[src/rtl/time_counter_pkg.sv]
// Shared constants for the time_counter block: operate codes, handshake
// FSM encoding and the per-field moduli of the BCD counters.
package time_counter_pkg;

  localparam logic [1:0] OP_NONE     = 2'b00;
  localparam logic [1:0] OP_SEC_ZERO = 2'b01;
  localparam logic [1:0] OP_MIN_ADD  = 2'b10;
  localparam logic [1:0] OP_RESET    = 2'b11;

  localparam logic [0:0] ST_IDLE     = 1'b0;
  localparam logic [0:0] ST_WAIT_CLR = 1'b1;

  localparam int SEC_MOD  = 60;
  localparam int MIN_MOD  = 60;
  localparam int HOUR_MOD = 24;

endpackage

[src/rtl/time_counter_if.sv]
// Command/time bus between the button encoder side and the time counter.
interface time_counter_if;
  logic       tick;
  logic [1:0] operate;
  logic       encoder_reset;
  logic [7:0] sec_bcd;
  logic [7:0] min_bcd;
  logic [7:0] hour_bcd;
  logic       hour_strobe;

  modport master (
    output tick, operate,
    input  encoder_reset, sec_bcd, min_bcd, hour_bcd, hour_strobe
  );

  modport slave (
    input  tick, operate,
    output encoder_reset, sec_bcd, min_bcd, hour_bcd, hour_strobe
  );
endinterface

[src/rtl/time_counter_bcd_mod_counter.sv]
// Two-digit BCD counter wrapping at MODULUS-1 -> 00. o_carry is combinational:
// high when i_inc would wrap the counter this cycle.
module bcd_mod_counter #(
  parameter int MODULUS = 60
) (
  input  logic       clk,
  input  logic       rst,
  input  logic       i_inc,
  input  logic       i_clear,
  output logic [7:0] o_value,
  output logic       o_carry
);

  localparam logic [3:0] LAST_T = 4'((MODULUS - 1) / 10);
  localparam logic [3:0] LAST_U = 4'((MODULUS - 1) % 10);

  logic [3:0] r_tens;
  logic [3:0] r_units;
  logic       w_at_last;

  assign w_at_last = (r_tens == LAST_T) && (r_units == LAST_U);
  assign o_carry   = i_inc && w_at_last;
  assign o_value   = {r_tens, r_units};

  // Digit update: clear dominates increment; units 9 carries into tens.
  always_ff @(posedge clk) begin
    if (rst || i_clear) begin
      r_tens  <= 4'd0;
      r_units <= 4'd0;
    end else if (i_inc) begin
      if (w_at_last) begin
        r_tens  <= 4'd0;
        r_units <= 4'd0;
      end else if (r_units == 4'd9) begin
        r_tens  <= r_tens + 4'd1;
        r_units <= 4'd0;
      end else begin
        r_units <= r_units + 4'd1;
      end
    end
  end

endmodule

[src/rtl/time_counter.sv]
// Hours/minutes/seconds BCD time counter with a one-shot command handshake
// towards the upstream button encoder.
module time_counter
  import time_counter_pkg::*;
(
  input  logic          clk,
  input  logic          rst,
  time_counter_if.slave bus
);

  logic [0:0] r_state;
  logic       r_enc_rst;
  logic       r_hour_strobe;

  logic       w_accept;
  logic       w_op_reset;
  logic       w_op_sec_zero;
  logic       w_op_min_add;
  logic       w_tick_eff;
  logic       w_sec_carry;
  logic       w_min_carry;
  logic       w_min_inc;
  logic       w_hour_inc;
  logic       w_unused_day_carry;
  logic [7:0] w_sec;
  logic [7:0] w_min;
  logic [7:0] w_hour;

  assign w_accept      = (r_state == ST_IDLE) && (bus.operate != OP_NONE);
  assign w_op_reset    = w_accept && (bus.operate == OP_RESET);
  assign w_op_sec_zero = w_accept && (bus.operate == OP_SEC_ZERO);
  assign w_op_min_add  = w_accept && (bus.operate == OP_MIN_ADD);

  // Zeroing commands swallow a coincident tick.
  assign w_tick_eff = bus.tick && !w_op_reset && !w_op_sec_zero;

  // Second carry and minute_add merge into a single +1; a minute wrap caused
  // by minute_add never reaches the hours.
  assign w_min_inc  = w_sec_carry || w_op_min_add;
  assign w_hour_inc = w_min_carry && !w_op_min_add;

  bcd_mod_counter #(.MODULUS(SEC_MOD)) u_sec (
    .clk     (clk),
    .rst     (rst),
    .i_inc   (w_tick_eff),
    .i_clear (w_op_reset || w_op_sec_zero),
    .o_value (w_sec),
    .o_carry (w_sec_carry)
  );

  bcd_mod_counter #(.MODULUS(MIN_MOD)) u_min (
    .clk     (clk),
    .rst     (rst),
    .i_inc   (w_min_inc),
    .i_clear (w_op_reset),
    .o_value (w_min),
    .o_carry (w_min_carry)
  );

  bcd_mod_counter #(.MODULUS(HOUR_MOD)) u_hour (
    .clk     (clk),
    .rst     (rst),
    .i_inc   (w_hour_inc),
    .i_clear (w_op_reset),
    .o_value (w_hour),
    .o_carry (w_unused_day_carry)
  );

  // Handshake FSM, acknowledge pulse and hour strobe registers.
  always_ff @(posedge clk) begin
    if (rst) begin
      r_state       <= ST_IDLE;
      r_enc_rst     <= 1'b0;
      r_hour_strobe <= 1'b0;
    end else begin
      r_enc_rst     <= w_accept;
      r_hour_strobe <= w_hour_inc;
      if (r_state == ST_IDLE) begin
        if (w_accept) r_state <= ST_WAIT_CLR;
      end else begin
        if (bus.operate == OP_NONE) r_state <= ST_IDLE;
      end
    end
  end

  assign bus.sec_bcd       = w_sec;
  assign bus.min_bcd       = w_min;
  assign bus.hour_bcd      = w_hour;
  assign bus.encoder_reset = r_enc_rst;
  assign bus.hour_strobe   = r_hour_strobe;

endmodule

[src/flat_wrapper.sv]
// flat-port wrapper written by rule: the top's interface ports become plain ports
module time_counter_flat import time_counter_pkg::*;
  (clk, rst, bus_tick, bus_operate, bus_encoder_reset, bus_sec_bcd, bus_min_bcd, bus_hour_bcd, bus_hour_strobe);
  time_counter_if bus_i ();
  input  logic clk;
  input  logic rst;
  input wire logic [$bits(bus_i.tick)-1:0] bus_tick;
  input wire logic [$bits(bus_i.operate)-1:0] bus_operate;
  output wire logic [$bits(bus_i.encoder_reset)-1:0] bus_encoder_reset;
  output wire logic [$bits(bus_i.sec_bcd)-1:0] bus_sec_bcd;
  output wire logic [$bits(bus_i.min_bcd)-1:0] bus_min_bcd;
  output wire logic [$bits(bus_i.hour_bcd)-1:0] bus_hour_bcd;
  output wire logic [$bits(bus_i.hour_strobe)-1:0] bus_hour_strobe;
  assign bus_i.tick = bus_tick;
  assign bus_i.operate = bus_operate;
  assign bus_encoder_reset = bus_i.encoder_reset;
  assign bus_sec_bcd = bus_i.sec_bcd;
  assign bus_min_bcd = bus_i.min_bcd;
  assign bus_hour_bcd = bus_i.hour_bcd;
  assign bus_hour_strobe = bus_i.hour_strobe;
  time_counter u_core (.clk(clk), .rst(rst), .bus(bus_i));
endmodule
[config.mk]
export PLATFORM = sky130hd
export DESIGN_NAME = time_counter_flat
export DESIGN_NICKNAME = d
export VERILOG_FILES = /design/src/rtl/time_counter_pkg.sv /design/src/rtl/time_counter_if.sv /design/src/rtl/time_counter_bcd_mod_counter.sv /design/src/rtl/time_counter.sv /design/src/flat_wrapper.sv
export SDC_FILE = /design/constraint.sdc
export NUM_CORES = 1
export LEC_CHECK = 0
export ABC_AREA = 1
export BUFFER_PORTS_ARGS = -buffer_cell sky130_fd_sc_hd__buf_4
export CAP_MARGIN = 20
export CELL_PAD_IN_SITES_DETAIL_PLACEMENT = 0
export CELL_PAD_IN_SITES_GLOBAL_PLACEMENT = 1
export CORE_MARGIN = 2
export CORE_UTILIZATION = 39
export CTS_CLUSTER_SIZE = 40
export DETAILED_ROUTE_END_ITERATION = 12
export GPL_TIMING_DRIVEN = 0
export PLACE_DENSITY = 0.77
export SYNTH_ARGS = -nofsm -noshare
export SYNTH_HDL_FRONTEND = slang
export SYNTH_SLANG_ARGS = --single-unit
[constraint.sdc]
create_clock -name clk -period 1.7 [get_ports clk]
set_input_delay 0.17 -clock clk [delete_from_list [all_inputs] [get_ports clk]]
set_output_delay 0.17 -clock clk [all_outputs]
set_load 0.03 [all_outputs]
== Word-level counts from Yosys, hierarchy flattened ==
Cells that the tools add are included.

* $add $sub $neg: 6
* Equality and inequality tests: 10
* Mux-type cells: 15
* Bitwise gates (word level): 1
* Reduce and logical (&&, ||, !) cells: 27

{| class="wikitable"
|+ Operator list
! kind !! count
|-
| 4-bit 2-to-1 mux || 12
|-
| 4-bit by 1-bit adder with 4-bit output, second input constant || 6
|-
| 4-bit equality test, second input constant || 3
|-
| 1-bit logical AND || 12
|-
| 4-bit by 2-bit equality test with 1-bit output, second input constant || 2
|-
| 4-bit by 3-bit equality test with 1-bit output, second input constant || 2
|-
| 2-bit nonzero test || 4
|-
| 2-bit AND reduction || 3
|-
| 2-bit equality test, second input constant || 2
|-
| 1-bit logical OR || 4
|-
| 1-bit logical NOT || 3
|-
| 1-bit 2-to-1 mux || 3
|-
| 2-bit by 1-bit equality test with 1-bit output, second input constant || 1
|-
| 2-bit logical NOT || 1
|-
| 1-bit inverter || 1
|}

* Bits in registers: 27
* Input bits: 5
* Word-level logic and storage cells: 68

== Longest topological paths before layout ==
Gate-level depths: netlist of the first run.

* Word-level depth: 11
* Mapped depth: 10
* Gate-level depth less buffers: 10

== By module ==
From an unflattened synthesis of the first run, not the netlist that was laid out.

* Cells, all modules: 211
* Area total of the unflattened synthesis: 1511.4 um^2

{| class="wikitable"
|+ By module, submodules not included
! module !! instances !! cells each !! area an instance (um^2)
|-
| bcd_mod_counter (u_core.u_min ...) || 2 || 61 || 427.9
|-
| bcd_mod_counter (u_core.u_hour) || 1 || 68 || 503.0
|-
| time_counter || 1 || 21 || 152.6
|}

== Worst setup path after synthesis of the first run ==
Ideal clock, no wire load.

* Kind: flip-flop to flip-flop
* Start: register u_core.u_sec.r_units[0]
* End: register u_core.u_hour.r_units[3]
* Setup time: 0.117 ns
* Data arrival time: 1.591 ns
* Data required time: 1.583 ns
* Slack: -0.008 ns
* Stages on the path, launching flop included: 10
* Cell sequence: dfxtp_1 > ha_1 > nand3_2 > nor2_2 > nand2_4 > nor2_8 > buf_6 > nand3_1 > nand2_1 > nor2_1

* Word-level cells in the longest chain between the ends: 6

{| class="wikitable"
|+ RTL lines
! item !! line !! source
|-
| start, declared || time_counter_bcd_mod_counter.sv:18 || <nowiki>logic [3:0] r_units;</nowiki>
|-
| start signal, assigned || time_counter_bcd_mod_counter.sv:38 || <nowiki>r_units <= r_units + 4'd1;</nowiki>
|-
| 4-bit equality test || time_counter_bcd_mod_counter.sv:21 || <nowiki>assign w_at_last = (r_tens == LAST_T) && (r_units == LAST_U);</nowiki>
|-
| 1-bit logical AND || time_counter_bcd_mod_counter.sv:21 ||
|-
| 1-bit logical AND || time_counter_bcd_mod_counter.sv:22 || <nowiki>assign o_carry = i_inc && w_at_last;</nowiki>
|-
| 1-bit logical OR || time_counter.sv:39 || <nowiki>assign w_min_inc = w_sec_carry || w_op_min_add;</nowiki>
|-
| 1-bit logical AND || time_counter_bcd_mod_counter.sv:22 ||
|-
| 1-bit logical AND || time_counter.sv:40 || <nowiki>assign w_hour_inc = w_min_carry && !w_op_min_add;</nowiki>
|-
| end signal, assigned || time_counter_bcd_mod_counter.sv:38 ||
|-
| end, declared || time_counter_bcd_mod_counter.sv:18 ||
|}

Every way passes these cells.
A chain may end at the register's enable or synchronous reset.

== Worst setup path after layout of the first run ==
* Start: register u_core.u_sec.r_units[1]
* End: register u_core.u_hour.r_tens[2]

* Word-level cells in the longest chain between the ends: 7

{| class="wikitable"
|+ RTL lines
! item !! line !! source
|-
| 4-bit equality test || time_counter_bcd_mod_counter.sv:21 ||
|-
| 1-bit logical AND || time_counter_bcd_mod_counter.sv:21 ||
|-
| 1-bit logical AND || time_counter_bcd_mod_counter.sv:22 ||
|-
| 1-bit logical OR || time_counter.sv:39 ||
|-
| 1-bit logical AND || time_counter_bcd_mod_counter.sv:22 ||
|-
| 1-bit logical AND || time_counter.sv:40 ||
|-
| 2-bit AND reduction (no line) || -- ||
|-
| end signal, assigned || time_counter_bcd_mod_counter.sv:35 || <nowiki>r_tens <= r_tens + 4'd1;</nowiki>
|-
| end, declared || time_counter_bcd_mod_counter.sv:17 || <nowiki>logic [3:0] r_tens;</nowiki>
|}

Every way passes these cells.

==> impl.org, run 1 <==
** Floorplan
- The die is 67.5 um wide.
- Effective utilization at floorplan :: between 30% and 40%
- Num ports :: 31
- The core region is about 3900 um2.
- Placement Rows :: 23
- Area of the die :: roughly 4600 um2
- The die is ~68 um tall.

** Route
- The count of nets left with antenna violations once routing finished came out at 0.
- In the routed design, unresolved DRC markers number 0.
- Post-detailed-routing wire length :: between 3000 and 4000 um
- The first TritonRoute pass finished after 4 iterations.
- Across all layers, the routed design uses between 1000 and 1500 vias.
- Average wire per standard cell :: approximately 11 um
- In the routed layout, each cell is associated on average with a via count of about 4.7.
- For this block, the initial DRC count from the detailed router was 64.

** Clocking
- Counting the buffers created by CTS gives 3.
- The cell sitting at the root of the clock tree is a sky130_fd_sc_hd__clkbuf_8.
- After clock tree synthesis, the flow added hold-fix buffers numbering 0.
- The clock drives 27 sinks.
- Clock latency on the worst-skew pair :: about 0.27 ns
- TritonCTS built the clock tree.
- H-tree depth reported by CTS :: 1
- Clock input transition at the sequential cells of the worst setup and hold paths :: around 0.1 ns
- Largest buffer count on any clock path :: 2

** Yosys
- Avg Cell Area, Syn :: between 7 and 8 um2
- Cell variety after synth :: 29
- Proportion of register bits with asynchronous set or reset after synthesis :: 0%
- Yosys Warn Count :: 0
- Count of flip-flops with a built-in enable after synthesis :: 0
- After synthesis the cells add up to 1570 um2.
- Mapped Cells :: ~210
- Flops & latches, synth :: 27
- Sequential element share of the synthesized area :: roughly 34%
- The most used flip-flop cell after synthesis is sky130_fd_sc_hd__dfxtp_1.
- The number of nets in the synthesized netlist is ~230.

** Placement
- Including well taps, the total number of placed cells is approximately 290.
- Post-DP HPWL :: around 2300 um
- Port Buffers :: 30
- DP Worst Slack :: 0.0631 ns
- RePlAce Congestion :: slightly below 0.8

** STA
- Static timing analysis puts the maximum clock frequency at roughly 630 MHz.
- Setup violations remaining at the end of the flow were counted as 0.
- For the pin with the worst max-slew slack, the measured transition is around 0.3 ns.
- Max-slew violation count :: 0
- Final-layout worst hold slack :: 0.0776 ns
- The count of final hold-check violations is 0.
- Share of the clock period used by the worst path after layout :: around 93%
- Setup total negative slack on the finished layout was measured at 0 ns.
- Across all setup checks in the final design, the least slack found is about 0.11 ns.
- Min Clock Period, post-route :: ~1.6 ns
- Final clock skew :: approximately 0.0053 ns
- Worst slew margin :: 80.0%

** Power
- Sequential cells burn between 50 and 60% of the power.
- In this run the power spent charging and discharging nets is roughly 0.29 mW.
- Power per standard cell area :: 587 nW/um2
- The internal power of the cells totals ~0.84 mW.
- Net switching is between 20% and 30% of the power.
- Part of the total power dissipated in the clock network :: around 33%
- VDD sags by at most 333 uV.
- Leak Pwr :: between 0.8 and 0.9 nW
- Gate power share :: a little under a tenth

** Outcome
- The flow ran to the end, and the final reports show no timing, DRC or antenna violations.

** Cells and area
- Relative to the synthesized area, the layout overhead comes to 22.5%.
- Antenna fix cells :: 0
- Fin util :: approximately half
- # nets final :: between 200 and 300
- Final cell count without fillers :: 294
- Fraction of final layout cells with drive strength greater than 1 :: a little over a quarter

** Setup path
- Among all stages on the critical path, the largest delay is contributed by sky130_fd_sc_hd__dfxtp_1.
- In this design, the stage delay of the slowest critical-path cell is 0.36 ns.
- The critical path goes through inv_1 -> ha_1 -> nand3_2 -> nor2_4 -> nand2_4 -> nor2_8 -> buf_6 -> nand3_1 -> nand2_1 -> a21oi_2.
- Kind of end point of the critical path :: flip-flop
- The worst setup path is launched from a flip-flop.
- The worst setup path is of the reg2reg kind.
- Data on the critical path is required at its endpoint by between 1.5 and 2 ns.
- Data arrives at the worst endpoint at approximately 1.8 ns.
- Along the worst path, the maximum fanout reaches 10.

** GRT
- The first global-routing pass estimated about 5000 um of wire.
- Number of global-route vias before repair :: between 1000 and 1500
- Overall fraction of global-route tracks in use :: 14.7%
- Largest net degree at the start of global routing :: 16
- Summed over all layers, the global routing overflow is 0.
- The number of antenna violations at the first check in global routing was 0.

** Min path
- The tightest min-delay check is of the in2reg type.

** Run
- Number of max-cap violations :: 0
logic make-up (layout without fill, tap and decap cells):
logic type      count (synthesis)  count (layout)  share of synthesized area, %
buf+inv                        32              67                          8.59
compound gates                 19              19                          7.88
flops                          27              27                          34.4
xor+xnor                        5               5                          2.78
simple gates                  114             114                          36.8
fa+ha+maj                      12              12                          9.55
worst paths after layout:
path	startpoint	endpoint	slack (ns)	depth (start not counted)
max	u_core.u_sec.r_units[1]	u_core.u_hour.r_tens[2]	0.11	10
min	rst	u_core.bus.hour_strobe	0.08	2
max reg2reg	u_core.u_sec.r_units[1]	u_core.u_hour.r_tens[2]	0.11	10
min reg2reg	u_core.r_state	u_core.bus.encoder_reset	0.45	1
synth_stat cells (2+ instances only):
library cell / instances / area (um2)
sky130_fd_sc_hd__buf_6: 2 / 22.5
sky130_fd_sc_hd__nand2_2: 3 / 18.8
sky130_fd_sc_hd__a21oi_1: 10 / 50.1
sky130_fd_sc_hd__o21ai_0: 2 / 10.0
sky130_fd_sc_hd__dfxtp_1: 27 / 541
sky130_fd_sc_hd__nand3_2: 3 / 30.0
sky130_fd_sc_hd__nand3b_1: 2 / 15.0
sky130_fd_sc_hd__nand2_1: 44 / 165
sky130_fd_sc_hd__xor2_1: 4 / 35.0
sky130_fd_sc_hd__nor2_8: 2 / 40.0
sky130_fd_sc_hd__nand3_1: 18 / 90.1
sky130_fd_sc_hd__inv_2: 4 / 15.0
sky130_fd_sc_hd__ha_1: 12 / 150
sky130_fd_sc_hd__nor3_1: 5 / 25.0
sky130_fd_sc_hd__nand4_1: 3 / 18.8
sky130_fd_sc_hd__nor2_4: 2 / 22.5
sky130_fd_sc_hd__a21oi_2: 3 / 26.3
sky130_fd_sc_hd__nor2_1: 27 / 101
sky130_fd_sc_hd__inv_1: 26 / 97.6
metal layers:
layer  up-vias  track usage, %  share of wire [%]
met3         4            2.00                3.7
met4         0            6.12                1.3
met1       632            21.0                 48
met5         -               0                  0
li1        733               -                  -
met2        26            22.1                 47
flip-flops by register name (all words and copies together), names as in the netlist:
name and flops:
u_core.u_min.r_tens 4, u_core.r_state 1, u_core.u_hour.r_units 4, u_core.bus.encoder_reset 1, u_core.u_sec.r_tens 4, u_core.bus.hour_strobe 1, u_core.u_sec.r_units 4, u_core.u_hour.r_tens 4
u_core.u_min.r_units 4
per-stage QoR:
step,total power [mW],cell area (um2)
CTS,1.15,1910
global route,1.18,1930
floorplan,0.734,1570
detailed placement,0.772,1860
finish,1.13,1930
global placement,0.771,1860
power groups by stage:
stage / Sequential (mW) / Clock (mW) / Combinational [mW]
2_1_floorplan: 0.679 / 0 / 0.0541
3_3_place_gp: 0.666 / 0 / 0.106
3_5_place_dp: 0.666 / 0 / 0.106
4_1_cts: 0.652 / 0.390 / 0.106
5_1_grt: 0.654 / 0.409 / 0.117
6_report: 0.652 / 0.374 / 0.105
critical path: cells and delay by family (launching register included):
kind            cells  cell delay, ns
buf+inv             2            0.23
compound gates      1            0.03
flops               1            0.36
fa+ha+maj           1            0.18
simple gates        6            0.69
what timing repair did:
item,CTS,global route
setup buffers,0,1
resized for setup,0,4
setup endpoints to repair,0,9
final cells by class:
class	instances	area, um2
clock inverters	1	5.00
repair buffers	31	233
multi-input cells	150	907
inverters	30	113
clock buffers	3	41.3
plain buffers	2	22.5
flip-flops and latches	27	543
fillers	414	2020
well taps	50	62.6
cell usage in the layout, fill, tap and decap left out, drive strengths merged:
cell	instances
buf	33
nand3b	3
xor2	4
or2	1
clkinv	1
nor3	5
inv	30
clkbuf	3
dfxtp	27
ha	12
a221oi	1
o21ai	3
nor2	32
xnor2	1
nand4	3
a211oi	1
nand3	22
nand2	48
a21oi	14
(Power assumes the default switching activity.)
==> run 2, diff against run 1 <==
- RECOVER_POWER: not set -> 25
==> impl.org, run 2 (same netlist as run 1, synthesis figures left out) <==
** Outcome
- Status :: finished, final reports clean (unchanged)

** Route
- Average wire per standard cell :: 10.8 um (was 10.7 um)
- Drc violations :: 0 (unchanged)
- The number of violations reported at the end of detailed-routing iteration 0 was 58 (was 64).
- The total wirelength of the detailed-routed design is 3170 um (was 3160 um).
- The number of vias in the routed layout is 1395 (unchanged).
- Vias per cell :: 4.74 (unchanged)
- Detailed-routing iteration count for the pre-antenna-repair pass :: 4 (unchanged)
- The residual antenna-violating net count after detailed routing came to 0 (unchanged).

** Floorplan
- The count of standard-cell rows came to 23 (unchanged).
- The number of placed I/O pins is 31 (unchanged).
- Area of the core :: 3940 um2 (unchanged)
- Effective utilization at floorplan :: 39.9% (unchanged)
- Die Y-Extent :: 67.5 um (unchanged)
- The horizontal die dimension is 67.5 um (unchanged).
- The area enclosed by the die boundary is 4560 um2 (unchanged).

** Clocking
- H-tree depth reported by CTS :: 1 (unchanged)
- The later-pin clock latency in the skew report was 0.28 ns (was 0.27 ns).
- Clock tree from TritonCTS :: built (unchanged)
- Number of hold buffers added after CTS :: 0 (unchanged)
- CTS sink count :: 27 (unchanged)
- CTS Root Buffer Type :: sky130_fd_sc_hd__clkbuf_8 (unchanged)
- Clock buffers created by TritonCTS :: 3 (unchanged)
- Largest buffer count on any clock path :: 2 (unchanged)
- Clock input transition at the sequential cells of the worst setup and hold paths :: 0.10 ns (about the same)

** Placement
- The post-place instance area was 1860 um2 (unchanged).
- The count of buffers from port buffering was 30 (unchanged).
- RePlAce Congestion :: 0.782 (unchanged)
- Post-DP HPWL :: 2330 um (unchanged)
- The pre-CTS setup slack was 0.0631 ns (unchanged).

** STA
- Final clock skew :: 0.00551 ns (was 0.00525 ns)
- The count of final hold-check violations came to 0 (unchanged).
- The total negative slack is 0 ns (unchanged).
- The post-layout worst setup margin was 0.116 ns (was 0.113 ns).
- Max-slew violation count :: 0 (unchanged)
- Min Clock Period, post-route :: 1.58 ns (was 1.59 ns)
- The actual transition at the worst max-transition pin is 0.366 ns (was 0.299 ns).
- Share of the clock period used by the worst path after layout :: 93.2% (was 93.4%)
- Setup violation total in the final timing report :: 0 (unchanged)
- Worst slew margin :: 75.7% (was 80.0%)
- The highest attainable clock frequency is 631 MHz (was 630 MHz).

** Setup path
- Crit Path Category :: reg2reg (unchanged)
- Kind of end point of the critical path :: flip-flop (unchanged)
- Worst reg-to-reg path cell count :: 10 (unchanged)
- The launch instance of the worst register-to-register path is u_core.u_sec.r_units[1] (unchanged).
- Worst setup startpoint :: u_core.u_sec.r_units[1] (unchanged)
- The maximum net fanout on the critical path came to 10 (unchanged).
- Worst Path Arrival :: 1.77 ns (about the same)
- Worst setup slack for register-to-register paths :: 0.12 ns (was 0.11 ns)
- Crit path required time :: 1.88 ns (about the same)
- Endpoint of the lowest-slack register-to-register path :: u_core.u_hour.r_tens[2] (unchanged)
- The critical path launch point type was a flip-flop (unchanged).

** Cells and area
- The most common cell after layout, fill and taps aside was sky130_fd_sc_hd__nand2_1 (unchanged).
- FILL cells :: 415 (was 414)
- The synthesis-to-finish area growth was 20.4% (was 22.5%).
- The summed area of non-filler cells in the final layout is 1890 um2 (was 1930 um2).
- Antenna fix cells :: 0 (unchanged)
- # nets final :: 262 (unchanged)
- Commonest cells after routing, fill and taps aside: sky130_fd_sc_hd__nand2_1 (42), sky130_fd_sc_hd__nor2_1 (27), sky130_fd_sc_hd__inv_1 (26) (was sky130_fd_sc_hd__nand2_1 (42), sky130_fd_sc_hd__buf_4 (31), sky130_fd_sc_hd__nor2_1 (27)).
- Fraction of final layout cells with drive strength greater than 1 :: 22.5% (was 26.2%)

** Min path
- Class of the tightest hold or removal check :: in2reg (unchanged)
- The worst hold path cell count is 2 (unchanged).
- The hold path startpoint was rst (unchanged).
- Hold Path End :: u_core.bus.hour_strobe (unchanged)

** Run
- Number of max-cap violations :: 0 (unchanged)

** GRT
- The maximum number of pins on one net before global-route repair is 16 (unchanged).
- Number of global-route vias before repair :: 1160 (unchanged)
- Overall fraction of global-route tracks in use :: 14.7% (unchanged)
- The number of antenna violations at the first check in global routing came to 0 (unchanged).
- Total congestion overflow after global routing :: 0 (unchanged)
- Wire length of the first global-routing pass :: 5150 um (unchanged)

** Power
- Power per standard cell area :: 597 nW/um2 (was 587 nW/um2)
- The cell leakage power is 0.815 nW (was 0.853 nW).
- The worst voltage drop across the vdd grid was 333 uV (about the same).
## run 2: cell types whose count changed in the layout (fill, tap and decap cells not counted), sizes merged
cell | previous run | this run
clkbuf | 3 | 12
buf | 33 | 24
## run 2: per-layer routing
layer  GRT usage (%)  routed length, um  vias to the layer above  part of all wire (%)
met5               0                  0                        -                     0
met4            6.12                 44                        0                   1.4
met3            2.00                112                        4                   3.5
met2            22.1               1480                       22                    47
met1            21.0               1530                      637                    48
li1                -                  -                      732                     -
## run 2: power breakdown
group | internal [mW] | leakage, nW | switching [mW]
Combinational | 0.0344 | 0.571 | 0.0683
Sequential | 0.642 | 0.219 | 0.0101
Clock | 0.165 | 0.0255 | 0.210
Total | 0.841 | 0.815 | 0.288
## run 2: worst max path at each step
stage,slack [ns],endpoint,cells past startpoint
floorplan,0.006,u_core.u_hour.r_units[3],9
global placement,0.05,u_core.u_hour.r_units[3],6
detailed placement,0.06,u_core.u_hour.r_units[3],8
CTS,0.04,u_core.u_hour.r_units[1],8
global route,-0.01,u_core.u_hour.r_units[3],10
finish,0.12,u_core.u_hour.r_tens[2],10
## run 2: final cells by class
type	count	area (um2)	area share (%)
Sequential cell	27	543	28.7
Inverter	30	113	5.95
Tap cell	50	62.6	3.30
Clock buffer	3	41.3	2.18
Clock inverter	1	5.00	0.264
Timing Repair Buffer	31	199	10.5
Multi-Input combinational cell	150	907	47.9
Buffer	2	22.5	1.19
## run 2: critical path, cell delays in order, from the launching register on
cell                      delay, ns
sky130_fd_sc_hd__dfxtp_1       0.36
sky130_fd_sc_hd__inv_1         0.08
sky130_fd_sc_hd__ha_1          0.18
sky130_fd_sc_hd__nand3_2       0.14
sky130_fd_sc_hd__nor2_4        0.15
sky130_fd_sc_hd__nand2_4       0.09
sky130_fd_sc_hd__nor2_8        0.14
sky130_fd_sc_hd__buf_6         0.15
sky130_fd_sc_hd__nand3_1       0.07
sky130_fd_sc_hd__nand2_1       0.09
sky130_fd_sc_hd__a21oi_2       0.03
## run 2: timing repair
action / 4_1_cts / 5_1_grt
setup buffers: 0 / 1
gates resized for setup: 0 / 4
setup endpoints to repair: 0 / 9
## run 2: stage by stage
stage | total power, mW | hold slack [ns] | cells | util, %
after floorplan | 0.734 | 0.242 | 209 | -
after global placement | 0.771 | 0.374 | 289 | 47.2
after detailed placement | 0.772 | 0.372 | 289 | 47.2
after CTS | 1.15 | 0.0712 | 293 | 48.4
after global routing | 1.18 | 0.0737 | 294 | 48.0
final | 1.13 | 0.0775 | 294 | 48.0
